File: src/rtl/seq_det_pkg.sv
// Shared types and default sizing for the loadable serial pattern detector.
package seq_det_pkg;

  typedef enum logic [1:0] {
    IDLE = 2'd0,
    RUN  = 2'd1,
    DONE = 2'd2
  } state_e;

  localparam int PAT_W_DEF = 4;
  localparam int CNT_W_DEF = 8;

endpackage

File: src/rtl/seq_shift_matcher.sv
// Serial history shift register with fill counter; flags a pattern match on the
// completing bit so the caller can register the hit on the same edge.
module seq_shift_matcher
  import seq_det_pkg::*;
#(
  parameter int PAT_W = PAT_W_DEF
) (
  input  logic             clk,
  input  logic             rst,
  input  logic             shift_en,
  input  logic             clr,
  input  logic             clr_fill,
  input  logic             x,
  input  logic [PAT_W-1:0] pattern,
  output logic             match
);

  localparam int FW = $clog2(PAT_W + 1);

  logic [PAT_W-2:0] hist_q, hist_d;
  logic [FW-1:0]    fill_q, fill_d;
  logic [PAT_W-1:0] shifted_s;
  logic             fill_ok_s;

  // Only PAT_W-1 past bits are stored; the incoming bit completes the window.
  assign shifted_s = {hist_q, x};
  assign fill_ok_s = (fill_q >= FW'(PAT_W - 1));

  // Next-state for history and fill counter, plus the combinational match flag.
  always_comb begin
    hist_d = hist_q;
    fill_d = fill_q;
    match  = 1'b0;
    if (clr) begin
      hist_d = '0;
      fill_d = '0;
    end else if (shift_en) begin
      match  = fill_ok_s && (shifted_s == pattern);
      hist_d = shifted_s[PAT_W-2:0];
      if (clr_fill) begin
        fill_d = '0;
      end else if (fill_q != FW'(PAT_W)) begin
        fill_d = fill_q + FW'(1);
      end else begin
        fill_d = fill_q;
      end
    end else begin
      hist_d = hist_q;
    end
  end

  // History and fill registers.
  always_ff @(posedge clk or posedge rst) begin
    if (rst) begin
      hist_q <= '0;
      fill_q <= '0;
    end else begin
      hist_q <= hist_d;
      fill_q <= fill_d;
    end
  end

endmodule

File: src/rtl/seq_detect_ctrl.sv
// Run-control wrapper for a loadable serial pattern detector with hit threshold.
// Optional feature: define SEQ_DET_NONOVL_EN to honour cfg_nonovl (non-overlapping hits).
module seq_detect_ctrl
  import seq_det_pkg::*;
#(
  parameter int PAT_W = PAT_W_DEF,
  parameter int CNT_W = CNT_W_DEF
) (
  input  logic             clk,
  input  logic             rst,
  input  logic             cfg_valid,
  output logic             cfg_ready,
  input  logic [PAT_W-1:0] cfg_pattern,
  input  logic [CNT_W-1:0] cfg_threshold,
  input  logic             cfg_nonovl,
  input  logic             start,
  input  logic             stop,
  input  logic             x,
  input  logic             x_valid,
  output logic             busy,
  output logic             hit,
  output logic [CNT_W-1:0] hit_count,
  output logic             done
);

  state_e           state_q, state_d;
  logic [PAT_W-1:0] pattern_q, pattern_d;
  logic [CNT_W-1:0] threshold_q, threshold_d;
  logic [CNT_W-1:0] hit_count_q, hit_count_d;
  logic             hit_q, hit_d;
  logic             busy_q, busy_d;
  logic             done_q, done_d;
  logic             cfg_ready_q, cfg_ready_d;
  logic             shift_en_s;
  logic             clr_s;
  logic             clr_fill_s;
  logic             match_s;

  function automatic logic [CNT_W-1:0] sat_inc(input logic [CNT_W-1:0] v);
    if (&v) begin
      return v;
    end else begin
      return v + CNT_W'(1);
    end
  endfunction

`ifdef SEQ_DET_NONOVL_EN
  logic nonovl_q, nonovl_d;
  assign clr_fill_s = match_s && nonovl_q;
`else
  logic unused_nonovl_s;
  assign unused_nonovl_s = cfg_nonovl;
  assign clr_fill_s      = 1'b0;
`endif

  seq_shift_matcher #(
    .PAT_W (PAT_W)
  ) u_matcher (
    .clk      (clk),
    .rst      (rst),
    .shift_en (shift_en_s),
    .clr      (clr_s),
    .clr_fill (clr_fill_s),
    .x        (x),
    .pattern  (pattern_q),
    .match    (match_s)
  );

  // Run-control FSM, config capture and hit counting.
  always_comb begin
    state_d     = state_q;
    pattern_d   = pattern_q;
    threshold_d = threshold_q;
    hit_count_d = hit_count_q;
    hit_d       = 1'b0;
    shift_en_s  = 1'b0;
    clr_s       = 1'b0;
`ifdef SEQ_DET_NONOVL_EN
    nonovl_d    = nonovl_q;
`endif
    case (state_q)
      IDLE: begin
        // A config handshake takes precedence over a coincident start.
        if (cfg_valid) begin
          pattern_d   = cfg_pattern;
          threshold_d = cfg_threshold;
`ifdef SEQ_DET_NONOVL_EN
          nonovl_d    = cfg_nonovl;
`endif
        end else if (start) begin
          state_d     = RUN;
          hit_count_d = '0;
          clr_s       = 1'b1;
        end else begin
          state_d = IDLE;
        end
      end
      RUN: begin
        shift_en_s = x_valid;
        hit_d      = match_s;
        if (match_s) begin
          hit_count_d = sat_inc(hit_count_q);
        end else begin
          hit_count_d = hit_count_q;
        end
        if ((threshold_q != '0) && (hit_count_d == threshold_q)) begin
          state_d = DONE;
        end else if (stop) begin
          state_d = IDLE;
        end else begin
          state_d = RUN;
        end
      end
      DONE: begin
        if (stop || cfg_valid) begin
          state_d = IDLE;
        end else if (start) begin
          state_d     = RUN;
          hit_count_d = '0;
          clr_s       = 1'b1;
        end else begin
          state_d = DONE;
        end
      end
      default: begin
        state_d = IDLE;
      end
    endcase
    cfg_ready_d = (state_d == IDLE);
    busy_d      = (state_d == RUN);
    done_d      = (state_d == DONE);
  end

  // State, configuration and output registers.
  always_ff @(posedge clk or posedge rst) begin
    if (rst) begin
      state_q     <= IDLE;
      pattern_q   <= '0;
      threshold_q <= '0;
      hit_count_q <= '0;
      hit_q       <= 1'b0;
      busy_q      <= 1'b0;
      done_q      <= 1'b0;
      cfg_ready_q <= 1'b1;
`ifdef SEQ_DET_NONOVL_EN
      nonovl_q    <= 1'b0;
`endif
    end else begin
      state_q     <= state_d;
      pattern_q   <= pattern_d;
      threshold_q <= threshold_d;
      hit_count_q <= hit_count_d;
      hit_q       <= hit_d;
      busy_q      <= busy_d;
      done_q      <= done_d;
      cfg_ready_q <= cfg_ready_d;
`ifdef SEQ_DET_NONOVL_EN
      nonovl_q    <= nonovl_d;
`endif
    end
  end

  assign cfg_ready = cfg_ready_q;
  assign busy      = busy_q;
  assign hit       = hit_q;
  assign hit_count = hit_count_q;
  assign done      = done_q;

endmodule

File: config.mk
export PLATFORM = sky130hd
export DESIGN_NAME = seq_detect_ctrl
export DESIGN_NICKNAME = d
export VERILOG_FILES = /design/src/rtl/seq_det_pkg.sv /design/src/rtl/seq_shift_matcher.sv /design/src/rtl/seq_detect_ctrl.sv
export SDC_FILE = /design/constraint.sdc
export NUM_CORES = 1
export LEC_CHECK = 0
export CAP_MARGIN = 10
export CORE_UTILIZATION = 45
export DETAILED_ROUTE_END_ITERATION = 8
export PLACE_DENSITY_LB_ADDON = 0.15
export SLEW_MARGIN = 5
export SYNTH_ARGS = -nofsm -noshare
export SYNTH_HDL_FRONTEND = slang
export SYNTH_SLANG_ARGS = --single-unit
File: constraint.sdc
create_clock -name clk -period 3.1 [get_ports clk]
set_input_delay 0.62 -clock clk [delete_from_list [all_inputs] [get_ports clk]]
set_output_delay 0.62 -clock clk [all_outputs]
set_load 0.005 [all_outputs]
==> results of run 1 <==
layer usage:
layer / wire, um / global-route usage, % / vias up
li1: - / - / 718
met1: 1860 / 27.3 / 724
met2: 1860 / 33.2 / 44
met3: 168 / 5.69 / 4
met4: 34 / 5.59 / 0
met5: 0 / 0 / -
stage by stage:
stage / instance area (um^2) / utilization [%] / setup WS [ns] / power (W)
CTS: 2280 / 60.1 / 0.624 / 0.00122
floorplan: 1850 / - / 0.943 / 0.000788
finish: 2280 / 60.1 / 0.628 / 0.00121
global placement: 2190 / 57.7 / 0.355 / 0.000874
global route: 2280 / 60.1 / 0.504 / 0.00129
detailed placement: 2190 / 57.7 / 0.321 / 0.000897
final cells by class:
type	count	area share (%)
well taps	48	2.63
repair buffers	32	13.8
multi-input cells	134	43.3
clock inverters	2	0.438
flip-flops and latches	32	35.1
clock buffers	6	3.61
inverters	7	1.15
placed cells by master (no fill, tap or decap), types with 2 or more instances in the layout:
cell type | Yosys | layout
a21boi_0 | 2 | 2
a21oi_1 | 11 | 11
a31o_1 | 2 | 2
a31oi_1 | 5 | 5
buf_4 | 1 | 2
clkbuf_8 | 0 | 6
clkdlybuf4s50_1 | 0 | 30
clkinv_2 | 0 | 2
dfrtp_1 | 31 | 31
ha_1 | 4 | 4
inv_1 | 7 | 7
mux2_2 | 12 | 12
mux2i_1 | 6 | 6
nand2_1 | 8 | 8
nand2b_1 | 2 | 2
nand3_1 | 6 | 6
nand3b_1 | 2 | 2
nand4_1 | 6 | 6
nor2_1 | 19 | 19
nor2b_1 | 3 | 3
nor3_1 | 3 | 3
nor4_1 | 2 | 2
o21ai_0 | 6 | 6
or3_2 | 2 | 2
xnor2_1 | 7 | 7
xnor2_2 | 4 | 4
xor2_1 | 4 | 4
flip-flops by register name (all words and copies together) (netlist names):
register / cells
busy: 1
pattern_q: 4
u_matcher.hist_q: 3
u_matcher.fill_q: 3
threshold_q: 8
cfg_ready: 1
state_q: 2
hit_count: 8
done: 1
hit: 1
path summary, 6_finish.rpt:
check	slack, ns	end	depth (start not counted)	from
worst max-delay path	0.63	state_q[0]$_DFF_PP0_	7	x
worst min-delay path	0.56	u_matcher.fill_q[0]$_DFFE_PP0P_	1	u_matcher.fill_q[0]$_DFFE_PP0P_
worst max register to register	0.72	state_q[0]$_DFF_PP0_	8	u_matcher.fill_q[1]$_DFFE_PP0P_
worst min register to register	0.56	u_matcher.fill_q[0]$_DFFE_PP0P_	1	u_matcher.fill_q[0]$_DFFE_PP0P_
max in group asynchronous	1.60	cfg_ready$_DFF_PP1_	3	rst
min in group asynchronous	0.78	pattern_q[1]$_DFFE_PP0P_	2	rst
power by group:
part	switching, W	internal [W]	total [W]
Combinational	0.000153	0.000173	0.000326
Sequential	0.0000788	0.000482	0.000561
Clock	0.000148	0.000177	0.000325
Total	0.000380	0.000832	0.00121
cells by family after synthesis:
group	after synthesis	synth area share (%)
xor gates and xnor gates	15	8.75
DFF	32	43.5
buffers and inverters	13	2.98
muxes	18	10.6
AOI/OAI and AO/OA	37	14.0
and+or+nand+nor	60	17.5
adders and majority gates	4	2.71
worst reg2reg max path, stage by stage, from the launching register on:
cell and delay, ns:
dfrtp_1 0.42, ha_1 0.18, ha_1 0.13, a211o_1 0.13
nand4_2 0.16, or4_4 0.54, a21bo_1 0.19, a211oi_2 0.36
a31oi_1 0.13
==> out/metrics.yaml, run 1 <==
outcome:
  outcome: "complete, no violations"
final_layout:
  nNetsFinal: 236
  layout-area-overhead-vs-synth_pct: 23.8
  n_antenna_cell: 0
  drive_above_1_share_pct: 16.9
  regArea_um2: 802
  multi_input_area_um2: 988
  fillerInstances: 328
  layout.cells.non_filler: 261
timing:
  slew-limit-headroom_pct: 51.3
  hold_viol: 0
  fin_tns_setup_ns: 0
  skew_ns: 0.00584
  whs_ns: 0.556
  rsz0062_at_grt: "false"
  fmax_ghz: 0.405
  fin_crit_sh_pct: 79.7
  drv_slew: 0
  final-setup-viol-count: 0
  tightest_slew_ns: 0.729
  post-route-min-period_ns: 2.47
setup_path:
  cp_slowest_cell: "clkdlybuf4s50_1"
  critical-path-top-delay-family: "compound AO/OA/AOI/OAI gates"
  crit_path_start_kind: "input pin"
  crit_required_ns: 3.24
  worstSetupPathType: "input pin to flip-flop"
  path_cells: "clkdlybuf4s50_1 > xnor2_2 > o211ai_4 > or4_4 > a21bo_1 > a211oi_2 > a31oi_1"
  worstSetupEndpointType: "flip-flop"
  worstPathMaxFanout: 5
  critPathArrivalTime_ns: 2.61
  cp_num_buf_inv: 1
  critPathMaxStageDelay_ns: 0.50
floorplan:
  die_x_um: 66.0
  start_util_pct: 48.6
  rows: 22
  ioPinCount: 32
  die_y_um: 66.0
  core_mm2: 0.00380
  die_area_mm2: 0.00436
synth:
  synth_area_mm2: 0.00185
  synth_seq_cells: 32
  ys.flop_type: "dfrtp_1"
  syn_avg_cell_area_um2: 10.3
  yosysWarnings: 0
  synth_common_cells: "dfrtp_1, nor2_1, mux2_2, a21oi_1, nand2_1"
  syn_nets: 203
  synth_async_sr_flop_share_pct: 100
  seq_area_frac_synth_pct: 43.5
  synth_enable_flop_cells: 0
  yosysTopAreaCell: "dfrtp_1"
  synth_area_leaders: "dfrtp_1, mux2_2, nor2_1"
  yosysUniqueCellTypes: 46
  syn_inst: 179
  yosysMostFrequentCell: "dfrtp_1"
  synth_top_area_share_pct: 42.0
global_route:
  grt_max_degree: 21
  grt-ovfl-total: 0
  grt_pass1_wl_um: 6700
  grt_pass1_vias: 1411
  globalRouteTotalUtil_pct: 20.7
  grt_antenna_before_repair: 0
pwr:
  ir_drop_mv: 0.296
  cellPowerDensity_mw_per_mm2: 530
  leakage_nw: 0.958
clock_network:
  cts_buffers: 5
  cts.sinks: 32
  cts_setup_buffers: 0
  cts_max_level: 2
  clk_pin_slew_ns: 0.07
  clk_latency_ns: 0.28
  cts_root_buf: "clkbuf_8"
  cts_hold_buf: 0
  cts_tree: "built"
  post_cts_resized: 0
  clock_path_buffers: 2
route:
  vias_per_cell: 5.71
  routedWlPerCell_um: 15.0
  num_vias: 1490
  dr.pass1.iters: 4
  wirelength_um: 3920
  post-route-drc-count: 0
  ant_nets: 0
  drt_iter0_drc: 93
placement:
  place_inst: 253
  gp_congestion: 0.858
  dpl.hpwl_um: 3050
  portBuffers: 30
run:
  cap_violations: 0
hold_path:
  hp-class: "flip-flop to flip-flop"
(Power assumes the default switching activity.)
==> run 2: changes to the inputs <==
clock period = 2.3 ns   (was 3.1 ns; I/O delays follow)
==> out/metrics.yaml, run 2 (synthesis gave the netlist of run 1 again) <==
floorplan:
  die_x_um: 66.0  # unchanged
  core_mm2: 0.00380  # unchanged
  die_area_mm2: 0.00436  # unchanged
  start_util_pct: 48.6  # unchanged
  ioPinCount: 32  # unchanged
  die_y_um: 66.0  # unchanged
  rows: 22  # unchanged
placement:
  place_inst: 278  # was 253
  dpl.hpwl_um: 3280  # was 3050 um
  pre_cts_slack_ns: -0.211  # was 0.321 ns
  gp_congestion: 0.919  # was 0.858
  portBuffers: 30  # unchanged
timing:
  rsz0062_at_grt: "true"  # was false
  drv_slew: 0  # unchanged
  fin_crit_sh_pct: 96.9
  whs_ns: 0.558  # was 0.556 ns
  hold_viol: 0  # unchanged
  skew_ns: 0.00600  # was 0.00584 ns
  tightest_slew_ns: 0.394  # was 0.729 ns
  fmax_ghz: 0.449
  slew-limit-headroom_pct: 73.7  # was 51.3%
  post-route-min-period_ns: 2.23
  setup_slack_ns: 0.0708  # was 0.628 ns
  final-setup-viol-count: 0  # unchanged
final_layout:
  final_common_cell: "dfrtp_1"  # unchanged
  n_antenna_cell: 0  # unchanged
  final_util_pct: 65.6  # was 60.1%
  final_cell_mix: "dfrtp_1, clkdlybuf4s50_1, buf_4"  # was dfrtp_1, clkdlybuf4s50_1, nor2_1
  layout-area-overhead-vs-synth_pct: 35.1  # was 23.8%
  layout.cells.non_filler: 287  # was 261
  drive_above_1_share_pct: 26.4  # was 16.9%
  nNetsFinal: 262  # was 236
route:
  wirelength_um: 4230  # was 3920 um
  ant_nets: 0  # unchanged
  vias_per_cell: 5.55  # was 5.71
  drt_iter0_drc: 119  # was 93
  dr.pass1.iters: 4  # unchanged
  num_vias: 1592  # was 1490
  post-route-drc-count: 0  # unchanged
  routedWlPerCell_um: 14.7  # was 15.0 um
clock_network:
  cts.sinks: 32  # unchanged
  clk_pin_slew_ns: 0.06  # was 0.07 ns
  clock_path_buffers: 2  # unchanged
  cts_tree: "built"  # unchanged
  cts_buffers: 5  # unchanged
  clk_latency_ns: 0.29  # was 0.28 ns
  cts_max_level: 2  # unchanged
  cts_root_buf: "clkbuf_8"  # unchanged
pwr:
  leakage_nw: 1.09  # was 0.958 nW
  ir_drop_mv: 0.437  # was 0.296 mV
  cellPowerDensity_mw_per_mm2: 688  # was 530 mW/mm^2
setup_path:
  r2r_cells: 9  # was 8
  worstSetupEndpointType: "flip-flop"  # unchanged
  worstPathMaxFanout: 6  # was 5
  critPathArrivalTime_ns: 2.40  # was 2.61 ns
  crit_required_ns: 2.47  # was 3.24 ns
  crit_path_start_kind: "flip-flop"  # was input pin
  worstSetupPathType: "flip-flop to flip-flop"  # was input pin to flip-flop
  r2r_slack_ns: 0.07  # was 0.72 ns
global_route:
  grt_max_degree: 33  # was 21
  grt_pass1_wl_um: 7260  # was 6700 um
  globalRouteTotalUtil_pct: 22.3  # was 20.7%
  grt_antenna_before_repair: 0  # unchanged
  grt-ovfl-total: 0  # unchanged
  grt_pass1_vias: 1576  # was 1411
hold_path:
  hp-class: "input pin to asynchronous set/reset pin"  # was flip-flop to flip-flop
run:
  cap_violations: 0  # unchanged
outcome:
  outcome: "complete, no violations"  # unchanged
run 2: cell type report:
class | count | area (um^2)
timing repair buffer | 58 | 510
multi-input combinational | 134 | 1000
tap | 48 | 60.1
fill | 298 | 1310
inverter | 7 | 26.3
clock buffer | 8 | 90.1
sequential | 32 | 802
run 2: per-stage QoR:
stage	power, W	setup TNS, ns	cell area [um^2]
3_3_place_gp	0.00123	-0.849	2380
6_report	0.00171	0	2490
4_1_cts	0.00171	0	2470
2_1_floorplan	0.00106	0	1850
5_1_grt	0.00183	-0.0952	2490
3_5_place_dp	0.00127	-1.00	2380
run 2: worst paths after layout:
path	to	from
max	done$_DFF_PP0_	u_matcher.fill_q[0]$_DFFE_PP0P_
min	threshold_q[7]$_DFFE_PP0P_	rst
max reg2reg	done$_DFF_PP0_	u_matcher.fill_q[0]$_DFFE_PP0P_
min reg2reg	threshold_q[0]$_DFFE_PP0P_	threshold_q[0]$_DFFE_PP0P_
max in group asynchronous	cfg_ready$_DFF_PP1_	rst
min in group clk	threshold_q[0]$_DFFE_PP0P_	threshold_q[0]$_DFFE_PP0P_
run 2: timing repair:
action / 4_1_cts / 5_1_grt
setup endpoints to repair: 0 / 5
buffers inserted: 0 / 1
gates resized for setup: 0 / 4
hold buffers: 0 / 0
run 2: worst max-delay path: stages, from the launching register on:
cell and delay, ns:
dfrtp_1 0.40, ha_1 0.21, ha_1 0.17, a211o_1 0.32
and4_2 0.24, a31o_2 0.21, a21boi_1 0.16, a211oi_2 0.07
buf_4 0.15, a31o_1 0.18
run 2: power by group:
part / total (W) / switching, W / internal (W) / leakage, nW
Clock: 0.000437 / 0.000194 / 0.000244 / 0.0455
Sequential: 0.000736 / 0.0000852 / 0.000651 / 0.410
Combinational: 0.000542 / 0.000253 / 0.000289 / 0.630
run 2: layer usage:
metal / part of all wire, % / global-route usage (%) / vias up
met1: 44 / 29.0 / 765
met2: 48 / 36.0 / 56
met5: 0 / 0 / -
li1: - / - / 765
met4: 1.3 / 7.98 / 0
met3: 6.7 / 5.52 / 6
